## src/rtl/ifetch_pkg.sv

```systemverilog
// Shared constants and types for the instruction-fetch response path.
// Covers the MIPS kseg0/kseg1 window, the translation mask, the reset
// vector and the response-buffer entry layout.
package ifetch_pkg;

    localparam logic [31:0] KSEG0_BASE = 32'h8000_0000;
    localparam logic [31:0] KSEG1_LAST = 32'hBFFF_FFFF;
    localparam logic [31:0] SEG_MASK   = 32'h1FFF_FFFF;
    localparam logic [31:0] RESET_VEC  = 32'hBFC0_0000;
    localparam int          BUF_DEPTH  = 2;

    typedef struct packed {
        logic [31:0] pc;
        logic [31:0] inst;
        logic        adel;
    } buf_entry_t;

    // kseg0/kseg1 fold onto the low 512 MB; everything else is identity-mapped
    function automatic logic [31:0] xlate(input logic [31:0] va);
        if (va >= KSEG0_BASE && va <= KSEG1_LAST)
            return va & SEG_MASK;
        return va;
    endfunction

endpackage

```

## src/rtl/ifetch_resp_if.sv

```systemverilog
// Fetch request / instruction RAM / response bundle.
// slave is the fetch unit side, master is the PC stage + RAM + consumer side.
interface ifetch_resp_if;

    logic        req_valid;
    logic [31:0] req_addr;
    logic        req_ready;
    logic        flush;
    logic        mem_en;
    logic [31:0] mem_addr;
    logic [31:0] mem_rdata;
    logic        rsp_valid;
    logic        rsp_ready;
    logic [31:0] rsp_inst;
    logic [31:0] rsp_pc;
    logic        rsp_adel;

    modport slave (
        input  req_valid, req_addr, flush, mem_rdata, rsp_ready,
        output req_ready, mem_en, mem_addr, rsp_valid, rsp_inst, rsp_pc, rsp_adel
    );

    modport master (
        output req_valid, req_addr, flush, mem_rdata, rsp_ready,
        input  req_ready, mem_en, mem_addr, rsp_valid, rsp_inst, rsp_pc, rsp_adel
    );

endinterface

```

## src/rtl/ifetch_resp_fifo.sv

```systemverilog
// Two-entry in-order response buffer. Flush wins over push and pop.
// Storage is reset so the head reads as all-zero straight out of reset.
module ifetch_resp_fifo
    import ifetch_pkg::*;
(
    input  logic       clk,
    input  logic       rst_n,
    input  logic       push,
    input  logic       pop,
    input  logic       flush,
    input  buf_entry_t din,
    output buf_entry_t dout,
    output logic [1:0] count
);

    buf_entry_t mem [BUF_DEPTH];
    logic       wr_ptr;
    logic       rd_ptr;
    logic       do_pop;

    // popping an empty buffer is ignored; push on full is only legal with pop
    assign do_pop = pop && (count != 2'd0);
    assign dout   = mem[rd_ptr];

    // storage, pointers and occupancy
    always_ff @(posedge clk or negedge rst_n) begin
        if (!rst_n) begin
            for (int i = 0; i < BUF_DEPTH; i++) mem[i] <= '0;
            wr_ptr <= 1'b0;
            rd_ptr <= 1'b0;
            count  <= 2'd0;
        end else if (flush) begin
            wr_ptr <= 1'b0;
            rd_ptr <= 1'b0;
            count  <= 2'd0;
        end else begin
            if (push) begin
                mem[wr_ptr] <= din;
                wr_ptr      <= ~wr_ptr;
            end
            if (do_pop) rd_ptr <= ~rd_ptr;
            count <= count + {1'b0, push} - {1'b0, do_pop};
        end
    end

endmodule

```

## src/rtl/ifetch_resp.sv

```systemverilog
// Instruction fetch response unit: issues one synchronous RAM read per
// accepted PC, returns {pc, inst, adel} in order with 2-cycle latency.
// Optional alignment check enabled by defining IFETCH_ADDR_CHECK_EN.
module ifetch_resp
    import ifetch_pkg::*;
(
    input  logic          clk,
    input  logic          rst_n,
    ifetch_resp_if.slave  bus
);

    logic        alive;
    logic        rd_pend;
    logic [31:0] rd_pc;
    logic        rd_adel;
    logic        accept;
    logic        pop;
    logic        push;
    logic        misalign;
    logic [1:0]  count;
    logic [2:0]  outstanding;
    logic [31:0] phys;
    buf_entry_t  wr_entry;
    buf_entry_t  head;

`ifdef IFETCH_ADDR_CHECK_EN
    assign misalign = |bus.req_addr[1:0];
`else
    assign misalign = 1'b0;
`endif

    // outstanding = buffered entries + the read whose data arrives next cycle
    assign outstanding   = {1'b0, count} + {2'b00, rd_pend};
    assign pop           = bus.rsp_valid && bus.rsp_ready;
    assign bus.req_ready = alive && !bus.flush
                         && ((outstanding - {2'b00, pop}) < 3'(BUF_DEPTH));
    assign accept        = bus.req_valid && bus.req_ready;

    // misaligned fetches take a response slot but never touch the RAM
    assign phys         = xlate(bus.req_addr);
    assign bus.mem_en   = accept && !misalign;
    assign bus.mem_addr = {phys[31:2], 2'b00};

    // a read landing in a flush cycle is dropped rather than buffered
    assign push          = rd_pend && !bus.flush;
    assign wr_entry.pc   = rd_pc;
    assign wr_entry.inst = rd_adel ? 32'h0 : bus.mem_rdata;
    assign wr_entry.adel = rd_adel;

    assign bus.rsp_valid = (count != 2'd0);
    assign bus.rsp_inst  = head.inst;
    assign bus.rsp_pc    = head.pc;
    assign bus.rsp_adel  = head.adel;

    // track the read in flight and hold its PC until the data returns
    always_ff @(posedge clk or negedge rst_n) begin
        if (!rst_n) begin
            alive   <= 1'b0;
            rd_pend <= 1'b0;
            rd_pc   <= RESET_VEC;
            rd_adel <= 1'b0;
        end else begin
            alive   <= 1'b1;
            rd_pend <= accept;
            if (accept) begin
                rd_pc   <= bus.req_addr;
                rd_adel <= misalign;
            end
        end
    end

    ifetch_resp_fifo u_fifo (
        .clk   (clk),
        .rst_n (rst_n),
        .push  (push),
        .pop   (pop),
        .flush (bus.flush),
        .din   (wr_entry),
        .dout  (head),
        .count (count)
    );

endmodule
```

## src/flat_wrapper.sv

```systemverilog
// flat-port wrapper written by rule: the top's interface ports become plain ports
module ifetch_resp_flat import ifetch_pkg::*;
  (clk, rst_n, bus_req_valid, bus_req_addr, bus_flush, bus_mem_rdata, bus_rsp_ready, bus_req_ready, bus_mem_en, bus_mem_addr, bus_rsp_valid, bus_rsp_inst, bus_rsp_pc, bus_rsp_adel);
  ifetch_resp_if bus_i ();
  input  logic clk;
  input  logic rst_n;
  input wire logic [$bits(bus_i.req_valid)-1:0] bus_req_valid;
  input wire logic [$bits(bus_i.req_addr)-1:0] bus_req_addr;
  input wire logic [$bits(bus_i.flush)-1:0] bus_flush;
  input wire logic [$bits(bus_i.mem_rdata)-1:0] bus_mem_rdata;
  input wire logic [$bits(bus_i.rsp_ready)-1:0] bus_rsp_ready;
  output wire logic [$bits(bus_i.req_ready)-1:0] bus_req_ready;
  output wire logic [$bits(bus_i.mem_en)-1:0] bus_mem_en;
  output wire logic [$bits(bus_i.mem_addr)-1:0] bus_mem_addr;
  output wire logic [$bits(bus_i.rsp_valid)-1:0] bus_rsp_valid;
  output wire logic [$bits(bus_i.rsp_inst)-1:0] bus_rsp_inst;
  output wire logic [$bits(bus_i.rsp_pc)-1:0] bus_rsp_pc;
  output wire logic [$bits(bus_i.rsp_adel)-1:0] bus_rsp_adel;
  assign bus_i.req_valid = bus_req_valid;
  assign bus_i.req_addr = bus_req_addr;
  assign bus_i.flush = bus_flush;
  assign bus_i.mem_rdata = bus_mem_rdata;
  assign bus_i.rsp_ready = bus_rsp_ready;
  assign bus_req_ready = bus_i.req_ready;
  assign bus_mem_en = bus_i.mem_en;
  assign bus_mem_addr = bus_i.mem_addr;
  assign bus_rsp_valid = bus_i.rsp_valid;
  assign bus_rsp_inst = bus_i.rsp_inst;
  assign bus_rsp_pc = bus_i.rsp_pc;
  assign bus_rsp_adel = bus_i.rsp_adel;
  ifetch_resp u_core (.clk(clk), .rst_n(rst_n), .bus(bus_i));
endmodule
```

## config.mk

```make
export PLATFORM = sky130hd
export DESIGN_NAME = ifetch_resp_flat
export DESIGN_NICKNAME = d
export VERILOG_FILES = /design/src/rtl/ifetch_pkg.sv /design/src/rtl/ifetch_resp_if.sv /design/src/rtl/ifetch_resp_fifo.sv /design/src/rtl/ifetch_resp.sv /design/src/flat_wrapper.sv
export SDC_FILE = /design/constraint.sdc
export NUM_CORES = 1
export LEC_CHECK = 0
export ABC_AREA = 1
export CAP_MARGIN = 5
export CORE_MARGIN = 4
export CORE_UTILIZATION = 39
export DETAILED_ROUTE_END_ITERATION = 10
export SKIP_LAST_GASP = 1
export SYNTH_ARGS = -nofsm -noshare
export SYNTH_HDL_FRONTEND = slang
export SYNTH_HIERARCHICAL = 1
export SYNTH_SLANG_ARGS = --single-unit
```

## constraint.sdc

```tcl
create_clock -name clk -period 5.86 [get_ports clk]
set_input_delay 1.172 -clock clk [delete_from_list [all_inputs] [get_ports clk]]
set_output_delay 1.172 -clock clk [all_outputs]
set_load 0.02 [all_outputs]
```

==> results of run 1 <==
==> power breakdown <==
part | switching, mW | leakage (nW) | total, mW | internal [mW]
sequential | 0.114 | 2.20 | 1.47 | 1.36
clock | 0.464 | 0.291 | 1.15 | 0.688
combinational | 0.499 | 2.49 | 0.931 | 0.432
==> routing by layer <==
layer  part of all wire  track usage
met5                  0            0
met1               0.50        0.227
met2               0.44        0.240
met3              0.051       0.0375
met4              0.012       0.0462
==> state kept, by name, summed over array words and instances, names as in the netlist <==
name	count
u_core/alive	1
u_core/rd_pend	1
u_core/rd_pc	32
u_core/u_fifo/mem	130
u_core/u_fifo/wr_ptr	1
u_core/u_fifo/rd_ptr	1
u_core/u_fifo/count	2
==> cell families (layout without fill, tap and decap cells) <==
group,count (synthesis),after routing,share of synthesized area
buf+inv,165,289,0.117
flops,168,168,0.516
fa+ha+maj,4,4,0.00705
simple gates,448,448,0.260
compound gates,133,133,0.0982
other cells,2,4,0.000920
==> worst max path at each step <==
stage | startpoint | to | slack, ns
final | bus_rsp_ready | bus_req_ready | 0.79
after global routing | bus_rsp_ready | bus_req_ready | 0.69
after CTS | bus_rsp_ready | bus_req_ready | 0.75
after detailed placement | bus_rsp_ready | bus_req_ready | 0.77
after global placement | bus_rsp_ready | bus_req_ready | 0.76
after floorplan | bus_rsp_ready | bus_mem_en | 1.70
==> cell type report <==
class	instances	area [um^2]
fillers	2053	10200
flip-flops and latches	168	4220
multi-input cells	589	3010
repair buffers	177	1750
clock buffers	19	443
well taps	270	338
inverters	80	300
clock inverters	13	170
==> stage by stage <==
stage | total power, mW | util | hold slack (ns)
finish | 3.55 | 0.500 | 0.470
global route | 3.77 | 0.500 | 0.479
CTS | 3.61 | 0.500 | 0.473
detailed placement | 2.44 | 0.470 | 0.460
global placement | 2.43 | 0.470 | 0.456
floorplan | 2.02 | - | 0.442
==> worst max-delay path: stages <==
cell	delay, ns
clkdlybuf4s50_1	0.46
o21a_1	0.17
ha_1	0.24
or2_2	0.30
fa_1	0.50
nand2_2	0.09
nor2_8	0.11
nand2_1	0.16
inv_1	0.09
clkdlybuf4s50_1	0.61
==> Yosys cell counts <==
library cell | instances | share of area
o21ai_1 | 68 | 0.042
ha_1 | 3 | 0.0046
buf_12 | 3 | 0.0074
or2_2 | 1 | 0.00077
nand2_1 | 343 | 0.16
nand3b_4 | 1 | 0.0025
a21boi_0 | 1 | 0.00092
o21a_1 | 1 | 0.00092
clkbuf_2 | 1 | 0.00061
nor2_1 | 4 | 0.0018
buf_6 | 20 | 0.028
nand4_1 | 33 | 0.025
o21ai_0 | 27 | 0.017
nand2_4 | 30 | 0.041
nand2_2 | 31 | 0.024
conb_1 | 2 | 0.00092
inv_2 | 2 | 0.00092
o21ai_2 | 35 | 0.038
clkbuf_1 | 12 | 0.0055
nand3_2 | 1 | 0.0012
buf_4 | 31 | 0.029
dfrtp_1 | 159 | 0.49
nand3_4 | 1 | 0.0021
fa_1 | 1 | 0.0025
buf_2 | 17 | 0.010
a21oi_1 | 1 | 0.00061
dfstp_2 | 9 | 0.029
nor2_8 | 1 | 0.0025
buf_1 | 1 | 0.00046
inv_1 | 78 | 0.036
nand3_1 | 2 | 0.0012
==> cell usage in the layout, fill, tap and decap left out, types with 4 or more instances in the layout <==
master and count:
clkdlybuf4s50_1 165, dfrtp_1 158, o21ai_0 27, o21ai_2 35, conb_1 4, clkbuf_16 17, inv_1 77, buf_4 11
nand4_1 33, nand2_2 31, dfstp_2 9, nand2_1 343, nor2_1 4, o21ai_1 68, nand2_4 30
==> key figures, run 1 <==
Place
  – Pre-CTS setup slack: 0.767 ns
  – DPL Wire Length: 11500 um
  – Port bufs: 166
  – Placement Cell Area: 9610 um^2
  – Post-Place Cells: 1284
  – RD Place Congestion: 0.715

Hold path
  – Hold Path Class: register to register
  – Worst Hold Endpoint: u_core/rd_pc[29]
  – Hold path depth: 2
  – Min-Delay Startpoint: u_core/rd_pc[29]

Worst setup path
  – R2R setup slack: 2.89 ns
  – Critical Path RT: 4.69 ns
  – Reg2Reg Launch Point: u_core/u_fifo/count[1]
  – Crit Path Max Fanout: 3
  – CP Capture Type: output pin
  – Number of cells on the worst reg-to-reg path: 10
  – Startpoint Class: input port
  – Worst reg2reg path endpoint: u_core/rd_pc[11]
  – Setup CP Type: input port to output pin
  – Worst path arrival time: 3.90 ns

STA
  – RSZ-0062 raised after global routing: no
  – Period utilization: 0.866
  – Final hold vios: 0
  – # setup viols final: 0
  – Worst slew margin: 0.384
  – Worst slew pin tran: 0.924 ns
  – FMAX: 197 MHz
  – Clk_skew: 0.0109 ns
  – Slack of the critical path: 0.787 ns
  – Post-layout min period: 5.07 ns
  – Setup tns final: 0 ns
  – Pins over their slew limit: 0

Routing
  – Vias per cell: 4.58
  – DRT antenna net count: 0
  – DR vias: 6023
  – DR iter-0 viols: 320
  – Pre-antenna DRT Iters: 4
  – DRT Wirelength: 18100 um
  – DR WL/cell: 13.8 um
  – DRC: 0

Global route
  – Vias in the first global route: 5924
  – Global router's overall resource usage: 0.158
  – Antenna violations before repair: 0
  – Remaining global-route overflow: 0
  – Global-route wire length before repair: 30300 um
  – Largest net degree at the start of global routing: 95

Floorplanning
  – Initial Util: 0.400
  – Die area: 23300 um^2
  – Core Area: 20400 um^2
  – FP Rows: 52
  – Ports: 169
  – Height of the chip: 153 um
  – Die W: 153 um

Cells and area
  – Fin area: 10200 um^2
  – Area delta synth->final: 25.2%
  – Ant diodes: 0
  – Post-Layout Cell Count: 1316
  – Layout cell share with drive strength beyond 1: 0.150
  – Net count reported at finish: 1106

Status
  – Status: complete, no violations

Clock network
  – Worst skew pair latency: 0.42 ns
  – Post-cts hold buffer count: 0
  – Htree depth: 4
  – Post-CTS Setup Bufs: 0
  – # clock sinks: 168
  – CTS buffer count: 17
  – Reg clk slew, reported paths: 0.06 ns
  – CTS resizes: 0
  – TritonCTS clock tree: yes
  – Deepest clock path buffer count: 2
  – Clock Tree Root: clkbuf_16

Pwr
  – Leakage: 4.97 nW
  – Peak supply drop: 193 uV
  – Pwr per Cell Area: 348 nW/um^2

Synth
  – Yosys warns: 6
  – Flops & latches, synth: 168
  – Yosys cell types: 31
  – Register area share after synthesis: 0.516
  – Syn Inst Count: 920
  – Mean Syn Cell Area: 8.87 um^2
  – Mapped Area: 8160 um^2

Run
  – Max-cap viol count: 0
Power figures use the tool's default switching activity.
==> inputs of run 2 (changes only) <==
--- a/config.mk
+++ b/config.mk
@@ -6,10 +6,10 @@
 export NUM_CORES = 1
 export LEC_CHECK = 0
 export ABC_AREA = 1
-export CAP_MARGIN = 5
 export CORE_MARGIN = 4
 export CORE_UTILIZATION = 39
 export DETAILED_ROUTE_END_ITERATION = 10
+export HOLD_SLACK_MARGIN = 0.06
 export SKIP_LAST_GASP = 1
 export SYNTH_ARGS = -nofsm -noshare
 export SYNTH_HDL_FRONTEND = slang
==> results of run 2 <==
The final DEF is identical to that of run 1; final timing and power are the same.
